File: config.mk
export PLATFORM = sky130hd
export DESIGN_NAME = q_8_34b_datapath
export DESIGN_NICKNAME = d
export VERILOG_FILES = /design/src/rtl/q_8_34b_datapath.sv
export SDC_FILE = /design/constraint.sdc
export NUM_CORES = 1
export LEC_CHECK = 0
export ABC_AREA = 0
export CORE_AREA = 2 2 58 60
export DETAILED_ROUTE_END_ITERATION = 16
export DIE_AREA = 0 0 60 62
export DONT_BUFFER_PORTS = 1
export PLACE_DENSITY = 0.48
export SLEW_MARGIN = 20
export SYNTH_ARGS = -nofsm -noshare
export SYNTH_HDL_FRONTEND = slang
export SYNTH_SLANG_ARGS = --single-unit
export TNS_END_PERCENT = 50
File: constraint.sdc
create_clock -name clk -period 1.3 [get_ports clk]
set_clock_uncertainty 0.2 [all_clocks]
set_input_delay 0.13 -clock clk [delete_from_list [all_inputs] [get_ports clk]]
set_output_delay 0.13 -clock clk [all_outputs]
set_load 0.02 [all_outputs]
File: src/rtl/q_8_34b_datapath.sv
// q_8_34b_datapath
// Datapath partner of the q_8_34b ones-counter controller. It holds the
// operand shift register R1, the count register R2 and the shifted-out bit E.
// It returns the status signals zero and E to the controller, captures the
// final count when the controller goes back to idle, and records illegal
// command combinations in a sticky flag.
module q_8_34b_datapath #(
  parameter  int W  = 8,
  localparam int CW = $clog2(W + 1)
) (
  input  logic          clk,
  input  logic          rst_b,
  input  logic [W-1:0]  data_in,
  input  logic          load_regs,
  input  logic          incr_r2,
  input  logic          shift,
  input  logic          rdy,
  output logic          zero,
  output logic          E,
  output logic [CW-1:0] count_out,
  output logic          count_valid,
  output logic          cmd_err
);

  // Decoded command for the current cycle. load_regs wins over the other two
  // commands; incr_r2 and shift touch different registers, so they may run
  // together.
  typedef struct packed {
    logic do_load;
    logic do_incr;
    logic do_shift;
    logic illegal;
  } cmd_t;

  // Architectural registers.
  logic [W-1:0]  r_r1;
  logic [CW-1:0] r_r2;
  logic          r_e;

  // Result capture and error tracking.
  logic          r_rdy_q;
  logic [CW-1:0] r_count_out;
  logic          r_count_valid;
  logic          r_cmd_err;

  // Combinational helpers.
  cmd_t          w_cmd;
  logic          w_capture;
  logic [W-1:0]  w_r1_shifted;
  logic [CW-1:0] w_r2_incr;

  // Decode the controller's command lines into what actually executes.
  always_comb begin
    // NOTE: every output of this block is given a default first, so no path
    // leaves a signal unassigned and no latch can be inferred.
    w_cmd          = '0;
    w_cmd.do_load  = load_regs;
    w_cmd.do_incr  = incr_r2 & ~load_regs;
    w_cmd.do_shift = shift & ~load_regs;
    w_cmd.illegal  = load_regs & (incr_r2 | shift);
  end

  // Next-value arithmetic for R1 and R2 kept apart from the register process.
  always_comb begin
    w_r1_shifted = {r_r1[W-2:0], 1'b0};
    // R2 wraps modulo 2^CW; under correct control it never reaches the wrap.
    w_r2_incr    = r_r2 + CW'(1);
    // The controller has just re-entered idle: R2 holds the finished count.
    w_capture    = rdy & ~r_rdy_q;
  end

  // R1: operand shift register, loaded from data_in and shifted left.
  always_ff @(posedge clk or negedge rst_b) begin
    // NOTE: sequential state uses non-blocking assignments so every register
    // sees the pre-edge values of the others, whatever the block order.
    if (!rst_b) begin
      r_r1 <= '0;
    end else if (w_cmd.do_load) begin
      r_r1 <= data_in;
    end else if (w_cmd.do_shift) begin
      r_r1 <= w_r1_shifted;
    end
  end

  // R2: ones count, preset to all-ones on load so the first increment gives 0.
  always_ff @(posedge clk or negedge rst_b) begin
    if (!rst_b) begin
      r_r2 <= '0;
    end else if (w_cmd.do_load) begin
      r_r2 <= '1;
    end else if (w_cmd.do_incr) begin
      r_r2 <= w_r2_incr;
    end
  end

  // E: the bit most recently shifted out of R1, cleared on load.
  always_ff @(posedge clk or negedge rst_b) begin
    if (!rst_b) begin
      r_e <= 1'b0;
    end else if (w_cmd.do_load) begin
      r_e <= 1'b0;
    end else if (w_cmd.do_shift) begin
      r_e <= r_r1[W-1];
    end
  end

  // Delayed copy of rdy for edge detection. It resets to 1 so that releasing
  // reset with the controller idle does not look like a return to idle.
  always_ff @(posedge clk or negedge rst_b) begin
    if (!rst_b) begin
      r_rdy_q <= 1'b1;
    end else begin
      r_rdy_q <= rdy;
    end
  end

  // Result register: sampled from R2 on the rising edge of rdy.
  always_ff @(posedge clk or negedge rst_b) begin
    if (!rst_b) begin
      r_count_out <= '0;
    end else if (w_capture) begin
      r_count_out <= r_r2;
    end
  end

  // Result-valid flag: a new load invalidates the held result. If a load and
  // a capture coincide, the load wins, because the operation it starts makes
  // the captured value stale.
  always_ff @(posedge clk or negedge rst_b) begin
    if (!rst_b) begin
      r_count_valid <= 1'b0;
    end else if (w_cmd.do_load) begin
      r_count_valid <= 1'b0;
    end else if (w_capture) begin
      r_count_valid <= 1'b1;
    end
  end

  // Sticky illegal-command flag; only reset clears it.
  always_ff @(posedge clk or negedge rst_b) begin
    if (!rst_b) begin
      r_cmd_err <= 1'b0;
    end else if (w_cmd.illegal) begin
      r_cmd_err <= 1'b1;
    end
  end

  // zero is combinational so the controller sees it in the same S_1 cycle.
  assign zero        = (r_r1 == '0);
  assign E           = r_e;
  assign count_out   = r_count_out;
  assign count_valid = r_count_valid;
  assign cmd_err     = r_cmd_err;

endmodule

==> results.py <==
metrics = {
    "synth": {
        "post-synth-top-count-cell": "dfrtp_1",
        "netlist.area_leader.share_pct": 55.6,
        "ys_seq_elements": 20,
        "synthTopCellsByArea": "dfrtp_1 56%, mux2i_1 11%, o21ai_0 5.3%, mux2_2 5.3%, nand2_1 3.5%",
        "most_common_library_cells_after_synthesis": "19 x dfrtp_1, 9 x mux2i_1, 9 x o21ai_0",
        "synth_edf_count": 0,
        "seq_area_frac_synth_pct": 58.6,
        "yosysWarningCount": 0,
        "post_synth_num_cell_types": 21,
        "main_combinational_cell_family_by_area_after_synthesis": "multiplexers",
        "cells_after_synthesis": 73,
        "synthesis.nets": 88,
        "synthFlopType": "dfrtp_1",
        "syn-mean-instance-area_sq_um": 11.7,
        "synthMuxAreaShare_pct": 15.8,
        "netlist_area_sq_um": 856,
        "async_flop_share_pct": 100,
        "synth_xor_xnor_area_share_pct": 1.02,
        "synthAdderAreaFrac_pct": 1.46,
        "synth_top_cell_by_area": "dfrtp_1",
        "synth-simple-area-share_pct": 12.4,
        "compound_gate_fraction_of_synth_area_pct": 8.33,
    },
    "route": {
        "routedWlPerCell_um": 12.0,
        "postRouteWirelength_mm": 1.73,
        "vias_per_cell": 4.15,
        "post-route-drc-count": 0,
        "route.vias.total": 598,
        "drt.antenna.violating_nets": 0,
        "initialDrtViolationCount": 20,
        "drt_pass1_iterations": 3,
    },
    "timing": {
        "tightestPinTransition_ps": 907,
        "max_freq_mhz": 571,
        "slew_viol_final": 0,
        "hold_ws_ps": -180,
        "rsz_0062_raised_after_global_routing": "yes",
        "period_share_pct": 135,
        "min_period_ps": 1750,
        "relSlewSlack_pct": 39.5,
        "final-hold-violation-count": 19,
        "final-setup-viol-count": 1,
        "post-route-worst-setup-slack_ps": -451,
    },
    "placed_design": {
        "post-place-ws_ps": -121,
        "port_buffers": 0,
        "routabilityCongestion": 0.700,
        "numPlacedInstances": 126,
        "dp.final_hpwl_mm": 1.18,
    },
    "grt": {
        "combined_global_route_utilization_of_all_metal_layers_pct": 10.4,
        "maximum_number_of_pins_on_one_net_before_global_route_repair": 25,
        "grt_overflow": 0,
        "first_global_vias": 601,
        "grt_pass1_wl_mm": 2.78,
        "initial_antenna_violation_count": 0,
    },
    "clock_network": {
        "clk_transition_reported_paths_ps": 110,
        "clock_tree_from_tritoncts": "built",
        "clock_sink_count": 20,
        "numCtsBuffers": 3,
        "cts_max_path_buffers": 2,
        "clock_tree.htree_level_count": 1,
        "cts-hold-fix-buffers": 13,
        "clock_insertion_delay_worst_skew_ps": 300,
        "clock_tree.root_cell": "clkbuf_4",
    },
    "finish": {
        "synthesis_to_finish_area_growth_pct": 39.2,
        "fill_cells": 327,
        "layout.nets": 114,
        "n_antenna_cell": 0,
        "drive_above_1_share_pct": 24.5,
        "instances_no_fill": 144,
    },
    "worst_setup_path": {
        "cp_data_required_time_ps": 970,
        "cp-end-kind": "primary output",
        "criticalPathCategory": "reg -> out",
        "crit_path_cell_trace": "or4_4, nor2_4",
        "timing.critical_path.slowest_stage_cell": "or4_4",
        "timing.critical_path.fanout_max": 2,
        "critical_path_arrival_ps": 1420,
        "worst_path_largest_cell_delay_ps": 540,
        "setup.worst_path.start_class": "flip-flop",
    },
    "floorplan": {
        "floorplan.die_area_sq_mm": 0.00372,
        "io_pins": 22,
        "placementRows": 21,
        "die_h_um": 62,
        "floorplan.initialDensity_pct": 26.9,
        "die_width_um": 60,
        "coreArea_sq_mm": 0.00318,
    },
    "outcome": {
        "run_status": "finished, violations left",
        "violated_checks": "hold timing, setup timing",
    },
    "run": {
        "max_cap_violations": 0,
    },
    "pwr": {
        "power.ir.vdd_worst_mv": 0.766,
        "fin_total_pwr_uw": 1370,
        "leakage_uw": 0.000556,
        "power-per-cell-area_mw_per_mm2": 1150,
    },
    "hold_path": {
        "hp-class": "in -> async",
    },
}
==> path summary, 6_finish.rpt <==
path | from | endpoint | slack [ps] | cells past startpoint
worst min register to register | count_out[2] | count_out[2] | 330 | 1
worst max register to register | r_rdy_q | count_out[0] | 0 | 2
min in group clk | rdy | r_rdy_q | 240 | 1
max in group asynchronous | rst_b | r_r2[0] | 530 | 1
worst max-delay path | r_r1[1] | zero | -450 | 2
worst min-delay path | rst_b | r_r1[6] | -180 | 1
==> power by group <==
part / total [uW] / switching [uW] / internal [uW]
Combinational: 262 / 107 / 155
Clock: 353 / 182 / 171
Sequential: 757 / 68.6 / 688
Total: 1370 / 358 / 1010
==> worst max-delay path, delay by kind of cell, from the launching register on <==
kind	cells	cell delay, ps
AND/OR/NAND/NOR	2	730
flip-flops	1	390
==> flip-flops by register name (all words and copies together) (netlist names) <==
signal	cells
r_r1	8
r_r2	4
E	1
count_valid	1
r_rdy_q	1
cmd_err	1
count_out	4
==> metal layers <==
layer	vias to the layer above	GRT usage (%)	share of wire, %
li1	300	-	-
met1	279	13.1	47
met2	19	16.9	46
met3	0	4.76	7.5
met4	0	1.90	0
met5	-	0	0
==> stage by stage <==
step                      cell area (sq um)  TNS (ps)  util, %
final                                  1190      -451     37.5
after global placement                  995      -109     31.3
after floorplan                         878      -110        -
after global routing                   1190      -584     37.5
after CTS                              1170     -1780     36.9
after detailed placement                995      -121     31.3
==> placed cells by master, fill, tap and decap left out <==
cell type,synthesis,routed
dfrtp_1,19,19
buf_4,1,11
dlygate4sd3_1,0,10
mux2i_1,9,9
o21ai_0,9,9
nand2_1,8,8
mux2_4,0,4
nand2b_1,4,3
clkbuf_4,0,3
dlymetal6s4s_1,0,3
or4_4,0,2
a21oi_1,2,2
nor2b_1,2,2
nor2_1,3,2
nor2_4,0,1
nand2b_4,0,1
inv_1,1,1
nand4_1,1,1
and3_1,1,1
o21bai_1,1,1
a211o_1,1,1
xnor2_1,1,1
ha_1,1,1
clkbuf_8,0,1
dfstp_2,1,1
==> repair_timing <==
item,in CTS,in global routing
setup buffers,1,0
resized for setup,1,6
hold endpoints to repair,40,19
pin swaps,1,0
setup endpoints to repair,5,39
==> layout make-up <==
type / count / area, sq um / share of cell area [%]
tap: 46 / 57.6 / 4.83
multi-input combinational: 49 / 372 / 31.2
sequential: 20 / 502 / 42.1
timing repair buffer: 24 / 220 / 18.5
inverter: 1 / 3.75 / 0.315
clock buffer: 4 / 36.3 / 3.05
==> kinds of logic after synthesis <==
group,after synthesis
simple gates,21
flops,20
compound gates,13
mux,13
buf+inv,4
xor+xnor,1
fa+ha+maj,1
Note: power is estimated with default switching activity, not from simulation.
